## src/rtl/alarm_controller_if.sv

```systemverilog
// Keypad/sensor/status bundle for alarm_controller; the controller takes the slave side.
interface alarm_controller_if #(
    parameter int unsigned N_SENSORS = 4
);
    logic [N_SENSORS-1:0] SENSOR_IN;
    logic [N_SENSORS-1:0] BYPASS_IN;
    logic                 KEY_VALID;
    logic                 KEY_OK;
    logic [2:0]           STATE_OUT;
    logic                 SIREN_OUT;
    logic                 ARMED_OUT;
    logic [N_SENSORS-1:0] TRIG_OUT;

    modport master (
        output SENSOR_IN, BYPASS_IN, KEY_VALID, KEY_OK,
        input  STATE_OUT, SIREN_OUT, ARMED_OUT, TRIG_OUT
    );

    modport slave (
        input  SENSOR_IN, BYPASS_IN, KEY_VALID, KEY_OK,
        output STATE_OUT, SIREN_OUT, ARMED_OUT, TRIG_OUT
    );
endinterface

```

## src/rtl/alarm_controller.sv

```systemverilog
// Intruder alarm controller: exit/entry delays, instant/delayed zones, wrong-key lockout.
// Optional macro ALARM_SIREN_TIMEOUT_EN: ALARM times out back to ARMED after SIREN_CYCLES.
module alarm_controller #(
    parameter int unsigned          N_SENSORS    = 4,
    parameter logic [N_SENSORS-1:0] DELAY_MASK   = N_SENSORS'(4'b0010),
    parameter int unsigned          EXIT_CYCLES  = 15000,
    parameter int unsigned          ENTRY_CYCLES = 15000,
    parameter int unsigned          MAX_ERRORS   = 3,
    parameter int unsigned          SIREN_CYCLES = 60000
) (
    input logic              CLK,
    input logic              RST_N,
    alarm_controller_if.slave bus
);

    if (N_SENSORS < 1 || N_SENSORS > 16) begin : g_bad_n
        $error("N_SENSORS out of range");
    end
    if (EXIT_CYCLES < 1 || ENTRY_CYCLES < 1 || SIREN_CYCLES < 1) begin : g_bad_cycles
        $error("cycle parameters must be >= 1");
    end
    if (MAX_ERRORS < 1 || MAX_ERRORS > 7) begin : g_bad_errors
        $error("MAX_ERRORS out of range");
    end

    localparam int unsigned MAX_ED = (EXIT_CYCLES > ENTRY_CYCLES) ? EXIT_CYCLES : ENTRY_CYCLES;
`ifdef ALARM_SIREN_TIMEOUT_EN
    localparam int unsigned MAX_T = (SIREN_CYCLES > MAX_ED) ? SIREN_CYCLES : MAX_ED;
`else
    localparam int unsigned MAX_T = MAX_ED;
`endif
    // Counter holds remaining-cycles-minus-one, so $clog2(MAX_T) bits suffice.
    localparam int unsigned CW = (MAX_T > 1) ? $clog2(MAX_T) : 1;

    typedef enum logic [2:0] {
        DISARMED    = 3'd0,
        EXIT_DELAY  = 3'd1,
        ARMED       = 3'd2,
        ENTRY_DELAY = 3'd3,
        ALARM       = 3'd4
    } state_e;

    state_e               state_q, state_d;
    logic [CW-1:0]        cnt_q, cnt_d;
    logic [2:0]           err_q, err_d;
    logic [N_SENSORS-1:0] sync1_q, sync1_d;
    logic [N_SENSORS-1:0] sync2_q, sync2_d;
    logic [N_SENSORS-1:0] bypass_q, bypass_d;
    logic [N_SENSORS-1:0] trig_q, trig_d;
    logic                 siren_q, siren_d;
    logic                 armed_q, armed_d;

    logic [N_SENSORS-1:0] active;
    logic                 any_inst;
    logic                 any_del;
    logic                 key_good;
    logic                 key_bad;
    logic                 expired;
    logic [2:0]           err_inc;
    logic                 err_limit;

    always_comb begin
        state_d  = state_q;
        cnt_d    = cnt_q;
        err_d    = err_q;
        bypass_d = bypass_q;
        trig_d   = trig_q;
        sync1_d  = bus.SENSOR_IN;
        sync2_d  = sync1_q;

        active    = sync2_q & ~bypass_q;
        any_inst  = |(active & ~DELAY_MASK);
        any_del   = |(active & DELAY_MASK);
        key_good  = bus.KEY_VALID & bus.KEY_OK;
        key_bad   = bus.KEY_VALID & ~bus.KEY_OK;
        expired   = (cnt_q == '0);
        err_inc   = err_q + 3'd1;
        err_limit = (err_inc >= 3'(MAX_ERRORS));

        case (state_q)
            DISARMED: begin
                if (key_good) begin
                    state_d  = EXIT_DELAY;
                    bypass_d = bus.BYPASS_IN;
                    trig_d   = '0;
                    err_d    = '0;
                end
            end
            EXIT_DELAY: begin
                if (key_good) begin
                    state_d = DISARMED;
                    err_d   = '0;
                end else if (expired) begin
                    state_d = ARMED;
                end
            end
            ARMED, ENTRY_DELAY: begin
                trig_d = trig_q | active;
                if (key_good) begin
                    state_d = DISARMED;
                    err_d   = '0;
                end else begin
                    if (key_bad) begin
                        err_d = err_inc;
                    end
                    if ((state_q == ENTRY_DELAY && expired) || any_inst || (key_bad && err_limit)) begin
                        state_d = ALARM;
                    end else if (state_q == ARMED && any_del) begin
                        state_d = ENTRY_DELAY;
                    end
                end
            end
            ALARM: begin
                trig_d = trig_q | active;
                if (key_good) begin
                    state_d = DISARMED;
                    err_d   = '0;
                end
`ifdef ALARM_SIREN_TIMEOUT_EN
                else if (expired) begin
                    state_d = ARMED;
                    err_d   = '0;
                end
`endif
            end
            default: state_d = DISARMED;
        endcase

        // Shared timer: reloaded only on a state change, otherwise counts down and parks at zero.
        if (state_d != state_q) begin
            case (state_d)
                EXIT_DELAY:  cnt_d = CW'(EXIT_CYCLES - 1);
                ENTRY_DELAY: cnt_d = CW'(ENTRY_CYCLES - 1);
`ifdef ALARM_SIREN_TIMEOUT_EN
                ALARM:       cnt_d = CW'(SIREN_CYCLES - 1);
`endif
                default:     cnt_d = '0;
            endcase
        end else if (!expired) begin
            cnt_d = cnt_q - CW'(1);
        end

        siren_d = (state_d == ALARM);
        armed_d = (state_d != DISARMED);
    end

    always_ff @(posedge CLK or negedge RST_N) begin
        if (!RST_N) begin
            state_q  <= DISARMED;
            cnt_q    <= '0;
            err_q    <= '0;
            sync1_q  <= '0;
            sync2_q  <= '0;
            bypass_q <= '0;
            trig_q   <= '0;
            siren_q  <= 1'b0;
            armed_q  <= 1'b0;
        end else begin
            state_q  <= state_d;
            cnt_q    <= cnt_d;
            err_q    <= err_d;
            sync1_q  <= sync1_d;
            sync2_q  <= sync2_d;
            bypass_q <= bypass_d;
            trig_q   <= trig_d;
            siren_q  <= siren_d;
            armed_q  <= armed_d;
        end
    end

    assign bus.STATE_OUT = state_q;
    assign bus.SIREN_OUT = siren_q;
    assign bus.ARMED_OUT = armed_q;
    assign bus.TRIG_OUT  = trig_q;

endmodule

```

## src/flat_wrapper.sv

```systemverilog
// flat-port wrapper written by rule: the top's interface ports become plain ports
module alarm_controller_flat 
#(
    parameter int unsigned          N_SENSORS    = 4,
    parameter logic [N_SENSORS-1:0] DELAY_MASK   = N_SENSORS'(4'b0010),
    parameter int unsigned          EXIT_CYCLES  = 15000,
    parameter int unsigned          ENTRY_CYCLES = 15000,
    parameter int unsigned          MAX_ERRORS   = 3,
    parameter int unsigned          SIREN_CYCLES = 60000
)
  (CLK, RST_N, bus_SENSOR_IN, bus_BYPASS_IN, bus_KEY_VALID, bus_KEY_OK, bus_STATE_OUT, bus_SIREN_OUT, bus_ARMED_OUT, bus_TRIG_OUT);
  alarm_controller_if #(.N_SENSORS(N_SENSORS)) bus_i ();
  input logic CLK;
  input logic RST_N;
  input wire logic [$bits(bus_i.SENSOR_IN)-1:0] bus_SENSOR_IN;
  input wire logic [$bits(bus_i.BYPASS_IN)-1:0] bus_BYPASS_IN;
  input wire logic [$bits(bus_i.KEY_VALID)-1:0] bus_KEY_VALID;
  input wire logic [$bits(bus_i.KEY_OK)-1:0] bus_KEY_OK;
  output wire logic [$bits(bus_i.STATE_OUT)-1:0] bus_STATE_OUT;
  output wire logic [$bits(bus_i.SIREN_OUT)-1:0] bus_SIREN_OUT;
  output wire logic [$bits(bus_i.ARMED_OUT)-1:0] bus_ARMED_OUT;
  output wire logic [$bits(bus_i.TRIG_OUT)-1:0] bus_TRIG_OUT;
  assign bus_i.SENSOR_IN = bus_SENSOR_IN;
  assign bus_i.BYPASS_IN = bus_BYPASS_IN;
  assign bus_i.KEY_VALID = bus_KEY_VALID;
  assign bus_i.KEY_OK = bus_KEY_OK;
  assign bus_STATE_OUT = bus_i.STATE_OUT;
  assign bus_SIREN_OUT = bus_i.SIREN_OUT;
  assign bus_ARMED_OUT = bus_i.ARMED_OUT;
  assign bus_TRIG_OUT = bus_i.TRIG_OUT;
  alarm_controller #(.N_SENSORS(N_SENSORS), .DELAY_MASK(DELAY_MASK), .EXIT_CYCLES(EXIT_CYCLES), .ENTRY_CYCLES(ENTRY_CYCLES), .MAX_ERRORS(MAX_ERRORS), .SIREN_CYCLES(SIREN_CYCLES)) u_core (.CLK(CLK), .RST_N(RST_N), .bus(bus_i));
endmodule
```

## config.mk

```make
export PLATFORM = sky130hd
export DESIGN_NAME = alarm_controller_flat
export DESIGN_NICKNAME = d
export VERILOG_FILES = /design/src/rtl/alarm_controller_if.sv /design/src/rtl/alarm_controller.sv /design/src/flat_wrapper.sv
export SDC_FILE = /design/constraint.sdc
export NUM_CORES = 1
export LEC_CHECK = 0
export ABC_AREA = 1
export ABC_CLOCK_PERIOD_IN_PS = 3700
export BUFFER_PORTS_ARGS = -buffer_cell sky130_fd_sc_hd__buf_4
export CELL_PAD_IN_SITES_DETAIL_PLACEMENT = 1
export CELL_PAD_IN_SITES_GLOBAL_PLACEMENT = 1
export CORE_UTILIZATION = 47
export CTS_CLUSTER_SIZE = 25
export DETAILED_ROUTE_END_ITERATION = 7
export PLACE_DENSITY_LB_ADDON = 0.25
export SLEW_MARGIN = 20
export SYNTH_ARGS = -nofsm -noshare
export SYNTH_HDL_FRONTEND = slang
export SYNTH_SLANG_ARGS = --single-unit
```

## constraint.sdc

```tcl
create_clock -name CLK -period 3.7 [get_ports CLK]
set_input_delay 0.185 -clock CLK [delete_from_list [all_inputs] [get_ports CLK]]
set_output_delay 0.185 -clock CLK [all_outputs]
set_load 0.02 [all_outputs]
```

; ---- Word-level counts from Yosys, hierarchy flattened
; Cells that the tools add are included.
[word_totals]
out_inout_bits = 9
word_cells = 65
input_bits = 12
register_bits = 38
[op_classes]
n_reduce_logical = 18
order_cmp = 1
n_eq_ne = 12
n_addsub = 2
bitwise_logic = 6
mux = 17
[ops]
columns = op, n
row1 = 2-to-1 mux 14 bit, 3
row2 = 2-to-1 mux 3 bit, 10
row3 = logical NOT 14 bit, 1
row4 = subtractor 14 x 1 -> 14 bit (second input constant), 1
row5 = one-hot mux 3 bit (4 select lines), 1
row6 = == test 3 x 2 -> 1 bit (second input constant), 3
row7 = OR reduction 3 bit, 3
row8 = one-hot mux 4 bit (2 select lines), 1
row9 = == test 3 x 1 -> 1 bit (second input constant), 2
row10 = == test 3 bit (second input constant), 2
row11 = one-hot mux 3 bit (2 select lines), 1
row12 = bitwise AND 4 bit, 1
row13 = 2-to-1 mux 4 bit, 1
row14 = inequality test 2 x 1 -> 1 bit (second input constant), 2
row15 = NOT 4 bit, 1
row16 = bitwise OR 4 bit, 1
row17 = AND reduction 2 bit, 2
row18 = nonzero test 2 bit, 2
row19 = OR reduction 2 bit, 2
row20 = adder 3 x 1 -> 3 bit (second input constant), 1
row21 = greater-or-equal comparator 3 x 2 -> 1 bit (second input constant), 1
row22 = logical AND 1 bit, 3
row23 = logical NOT 3 bit, 1
row24 = inequality test 3 x 1 -> 1 bit (second input constant), 1
row25 = 7 further kinds, 9

; ---- Depth between registers and ports, before layout
[depth]
word_depth = 12
ltp_mapped = 17
mapped_depth_nobuf = 16

; ---- Least setup slack after synthesis
; Ideal clock, no wire load.
[synth_timing]
path_kind = register to register
from = register u_core.err_q[0]
to = register u_core.cnt_q[0]
period_less_slack_ps = 1827
setup_time_ps = 65
required_time_ps = 3635
n_path_buf = 1
stages_incl_launch_ff = 18
slack_ps = 1873
arrival_time_ps = 1762
path_cell_list = dfrtp_1 -> inv_1 -> ha_1 -> nor2_1 -> nor2_1 -> nand2_1 -> a21oi_2 -> nand3_1 -> nand2_1 -> nand2_2 -> nand2_2 -> nand2_1 -> nand2_1 -> buf_6 -> nand3_1 -> nand2_1 -> nand2_1 -> nand2_1
[synth_between]
elab_chain_cells = 11
word_cells_on_any_way = 14
cone_classes = 1 x add/sub / 1 x order compare / 4 x eq/ne / 5 x mux / 3 x reduce/logical
[synth_rtl]
columns = item, line_no
row1 = "start, declared", alarm_controller.sv:45  ; logic [2:0] err_q, err_d;
row2 = "start signal, assigned", alarm_controller.sv:161  ; err_q <= err_d;
row3 = adder 3 x 1 -> 3 bit (*), alarm_controller.sv:77  ; err_inc = err_q + 3'd1;
row4 = greater-or-equal comparator 3 x 2 -> 1 bit (*), alarm_controller.sv:78  ; err_limit = (err_inc >= 3'(MAX_ERRORS));
row5 = logical AND 1 bit (*), alarm_controller.sv:106  ; if ((state_q == ENTRY_DELAY && expired) || any_inst || (key_bad && err_limit)) begin
row6 = logical OR 1 bit (*), alarm_controller.sv:106
row7 = 2-to-1 mux 3 bit (*), alarm_controller.sv:106
row8 = 2-to-1 mux 3 bit (*), alarm_controller.sv:99  ; if (key_good) begin
row9 = one-hot mux 3 bit (4 select lines) (*), alarm_controller.sv:80  ; case (state_q)
row10 = via u_core.state_d[0], alarm_controller.sv:43  ; state_e state_q, state_d;
row11 = == test 3 x 1 -> 1 bit or == test 3 x 2 -> 1 bit (tied branches), alarm_controller.sv:131  ; case (state_d)
row12 = OR reduction 2 bit (no source line), n/a
row13 = 2-to-1 mux 14 bit, alarm_controller.sv:131
row14 = 2-to-1 mux 14 bit, alarm_controller.sv:130  ; if (state_d != state_q) begin
row15 = "end signal, assigned", alarm_controller.sv:160  ; cnt_q <= cnt_d;
row16 = "end, declared", alarm_controller.sv:44  ; logic [CW-1:0] cnt_q, cnt_d;
; Mark *: on every way through the listed nets, which the timed path passes. The rest lies on a longest branch.
; A chain may end at the register's enable or synchronous reset.

; ---- Final worst setup path
; Ends and elaborated chain as after synthesis.

==> results.json <==
{
  "die_w_um": 65.3,
  "timing.rr.start": "u_core.err_q[0]$_DFFE_PN0P_",
  "grt_use_total_pct": 24.1,
  "port_buffers": 20,
  "cp.arrival_ns": 2.61,
  "maxCapViolCount": 0,
  "syn_nets": 224,
  "nFillCells": 470,
  "syn_avg_cell_area_um2": 9.02,
  "nets": 253,
  "gr-total-overflow": 0,
  "dp_hpwl_mm": 3.33,
  "synth.distinct_cells": 28,
  "num_io_pins": 21,
  "status": "completed",
  "clkLatencyLatePin_ns": 0.29,
  "drcViolationCount": 0,
  "drive_gt1_share_pct": 22.2,
  "setup_viol_count_final": 0,
  "slowest_stage": "dfrtp_1",
  "clkTransAtPathRegs_ns": 0.07,
  "worst_slack_ns": 1.32,
  "finalCritPeriodShare_pct": 64.3,
  "crit_start": "u_core.err_q[0]$_DFFE_PN0P_",
  "grt_pass1_vias": 1678,
  "drtAntennaViolNets": 0,
  "crit_path_end_kind": "flip-flop",
  "syn_area_um2": 1890,
  "start_kind": "flip-flop",
  "ir_drop_v": 0.000380,
  "timing.rr.end": "u_core.cnt_q[0]$_DFFE_PN0P_",
  "core_area_um2": 3740,
  "routed_via_density": 5.32,
  "clockRootBuffer": "clkbuf_8",
  "yosys_warnings": 0,
  "num_vias": 1528,
  "tns_ns": 0,
  "hold_viol_final": 0,
  "synth-seq-cells": 38,
  "power.leakage_nw": 1.12,
  "crit_type": "reg2reg",
  "finalMaxSlewViolations": 0,
  "tightest_slew_ns": 0.541,
  "rsz0062_at_grt": "no",
  "fmax_mhz": 420,
  "cts.sinks": 38,
  "synth_area_leaders": "dfrtp_1 (50%), nand2_1 (7.2%), nor2_1 (5.2%)",
  "crit_top_cell": "nand2_1",
  "cp_max_fo": 11,
  "cts_tree": "done",
  "row_count": 22,
  "crit_path_max_incr_delay_ns": 0.41,
  "hold_class": "in2reg",
  "endpoint": "u_core.cnt_q[0]$_DFFE_PN0P_",
  "yosysSeqAreaShare_pct": 50.4,
  "drt-initial-drc-count": 58,
  "rrSetupSlack_ns": 1.32,
  "slew_headroom_pct": 63.5,
  "grt_antenna_before_repair": 0,
  "clock-skew-final_ns": 0.00727,
  "period_needed_ns": 2.38,
  "wl_per_cell_um": 15.9,
  "grt_max_degree": 39,
  "dp_slack_ns": 1.33,
  "synth_cells": 209,
  "totalWireLength_mm": 4.57,
  "numCtsBuffers": 5,
  "diodes": 0,
  "start_util_pct": 50.4,
  "dieArea_um2": 4270,
  "grt_pass1_wl_mm": 7.71,
  "firstDrtPassIters": 4,
  "yosysTopAreaCell": "dfrtp_1",
  "crit_chain": "inv_1 > ha_1 > nor2_1 > nor2_1 > nand2_1 > a21oi_2 > nand3_1 > nand2_1 > nand2_2 > nand2_2 > nand2_1 > nand2_1 > nand3_2 > inv_2 > nand2_1 > nand2_1",
  "area_delta_synth_final_pct": 17.3,
  "clockBufferDepth": 2,
  "r2r_cells": 16,
  "gp_congestion": 0.839,
  "cp.required_ns": 3.93,
  "htreeDepth": 2,
  "synth_top_cell_area_share_pct": 50.4,
  "power_per_cell_area_nw_per_um2": 577,
  "die_y_um": 65.3
}
[sequential cells by signal, summed over array words and instances, names as in the netlist]
| name | flops |
|---|---|
| u_core.bus.ARMED_OUT | 1 |
| u_core.bus.SIREN_OUT | 1 |
| u_core.bus.STATE_OUT | 3 |
| u_core.bus.TRIG_OUT | 4 |
| u_core.bypass_q | 4 |
| u_core.cnt_q | 14 |
| u_core.err_q | 3 |
| u_core.sync1_q | 4 |
| u_core.sync2_q | 4 |
[worst max-delay path, delay by kind of cell, from the launching register on]
family,cells,cell delay (ns)
simple gates,12,1.18
compound gates,1,0.19
fa+ha+maj,1,0.30
buf+inv,2,0.24
flops,1,0.41
[kinds of logic (layout without fill, tap and decap cells)]
kind of cell    after synthesis  in the layout  share of synthesized area [%]
simple gates                103            103                           27.7
buf+inv                      28             58                           6.64
xor+xnor                     12             12                           5.57
fa+ha+maj                     3              3                           1.99
mux                           1              1                          0.531
flops                        38             38                           50.4
compound gates               24             24                           7.17
[repair_timing]
action	4_1_cts	5_1_grt
resized for setup	0	0
hold buffers	5	0
setup buffers	0	0
endpoints found under the hold margin	42	0
[through the flow]
| step | area [um2] | cells | hold slack, ns | power, mW | util (%) |
|---|---|---|---|---|---|
| finish | 2210 | 287 | 0.112 | 1.27 | 59.1 |
| global route | 2210 | 287 | 0.121 | 1.35 | 59.1 |
| CTS | 2210 | 287 | 0.0864 | 1.28 | 59.1 |
| detailed placement | 2070 | 274 | 0.184 | 0.978 | 55.3 |
| global placement | 2070 | 274 | 0.171 | 0.942 | 55.3 |
| floorplan | 1890 | 209 | -0.111 | 0.867 | - |
[layer usage]
layer,up-vias,track usage (%),routed length [um]
met5,-,0,0
met4,0,7.34,62
met3,7,4.86,97
met2,23,43.3,2430
met1,771,28.5,1970
li1,727,-,-
[cell type report]
| class | count | area [um2] | share of cell area [%] |
|---|---|---|---|
| clock inverters | 1 | 5.00 | 0.226 |
| inverters | 25 | 98.8 | 4.47 |
| flip-flops and latches | 38 | 951 | 43.0 |
| repair buffers | 25 | 200 | 9.05 |
| well taps | 48 | 60.1 | 2.72 |
| clock buffers | 7 | 86.3 | 3.90 |
| multi-input cells | 143 | 810 | 36.6 |
[synthesized netlist by cell type, drive strengths merged]
master,number
nand2,42
dfrtp,38
nor2,31
inv,24
nand3,19
a21oi,12
nor3,9
xor2,8
o21ai,5
xnor2,4
a31oi,3
ha,3
o22ai,3
buf,2
clkbuf,1
clkinv,1
mux2i,1
nand4,1
o2111ai,1
or2,1
[worst min path at each step]
stage | cells past startpoint | endpoint | start
finish | 3 | u_core.bypass_q[2]$_DFFE_PN0P_ | bus_BYPASS_IN[2]
global route | 3 | u_core.bypass_q[2]$_DFFE_PN0P_ | bus_BYPASS_IN[2]
CTS | 3 | u_core.bypass_q[1]$_DFFE_PN0P_ | bus_BYPASS_IN[1]
detailed placement | 1 | u_core.err_q[2]$_DFFE_PN0P_ | RST_N
global placement | 1 | u_core.err_q[2]$_DFFE_PN0P_ | RST_N
floorplan | 0 | u_core.bus.ARMED_OUT$_DFF_PN0_ | RST_N
[power breakdown]
group | switching [mW] | internal, mW
clock | 0.146 | 0.150
sequential | 0.0723 | 0.495
combinational | 0.251 | 0.160
total | 0.470 | 0.805
[layout by cell type (no fill, tap or decap)]
| cell | count |
|---|---|
| a21oi_1 | 11 |
| nand2_1 | 36 |
| nor3_1 | 5 |
| mux2i_1 | 1 |
| xnor2_1 | 4 |
| nand3_4 | 1 |
| dlygate4sd3_1 | 5 |
| xor2_1 | 8 |
| ha_1 | 3 |
| clkinv_4 | 1 |
| clkbuf_1 | 1 |
| o22ai_1 | 3 |
| dfrtp_1 | 38 |
| nand2_2 | 6 |
| nand4_1 | 1 |
| a21oi_2 | 1 |
| nand3_1 | 14 |
| a31oi_1 | 3 |
| inv_2 | 4 |
| clkinv_2 | 1 |
| nor3_2 | 4 |
| buf_4 | 20 |
| nor2_4 | 3 |
| clkbuf_8 | 6 |
| o2111ai_1 | 1 |
| o21ai_0 | 5 |
| nor2_2 | 2 |
| nor2_1 | 26 |
| or2_1 | 1 |
| inv_1 | 20 |
| nand3_2 | 4 |
Power figures use the tool's default switching activity.
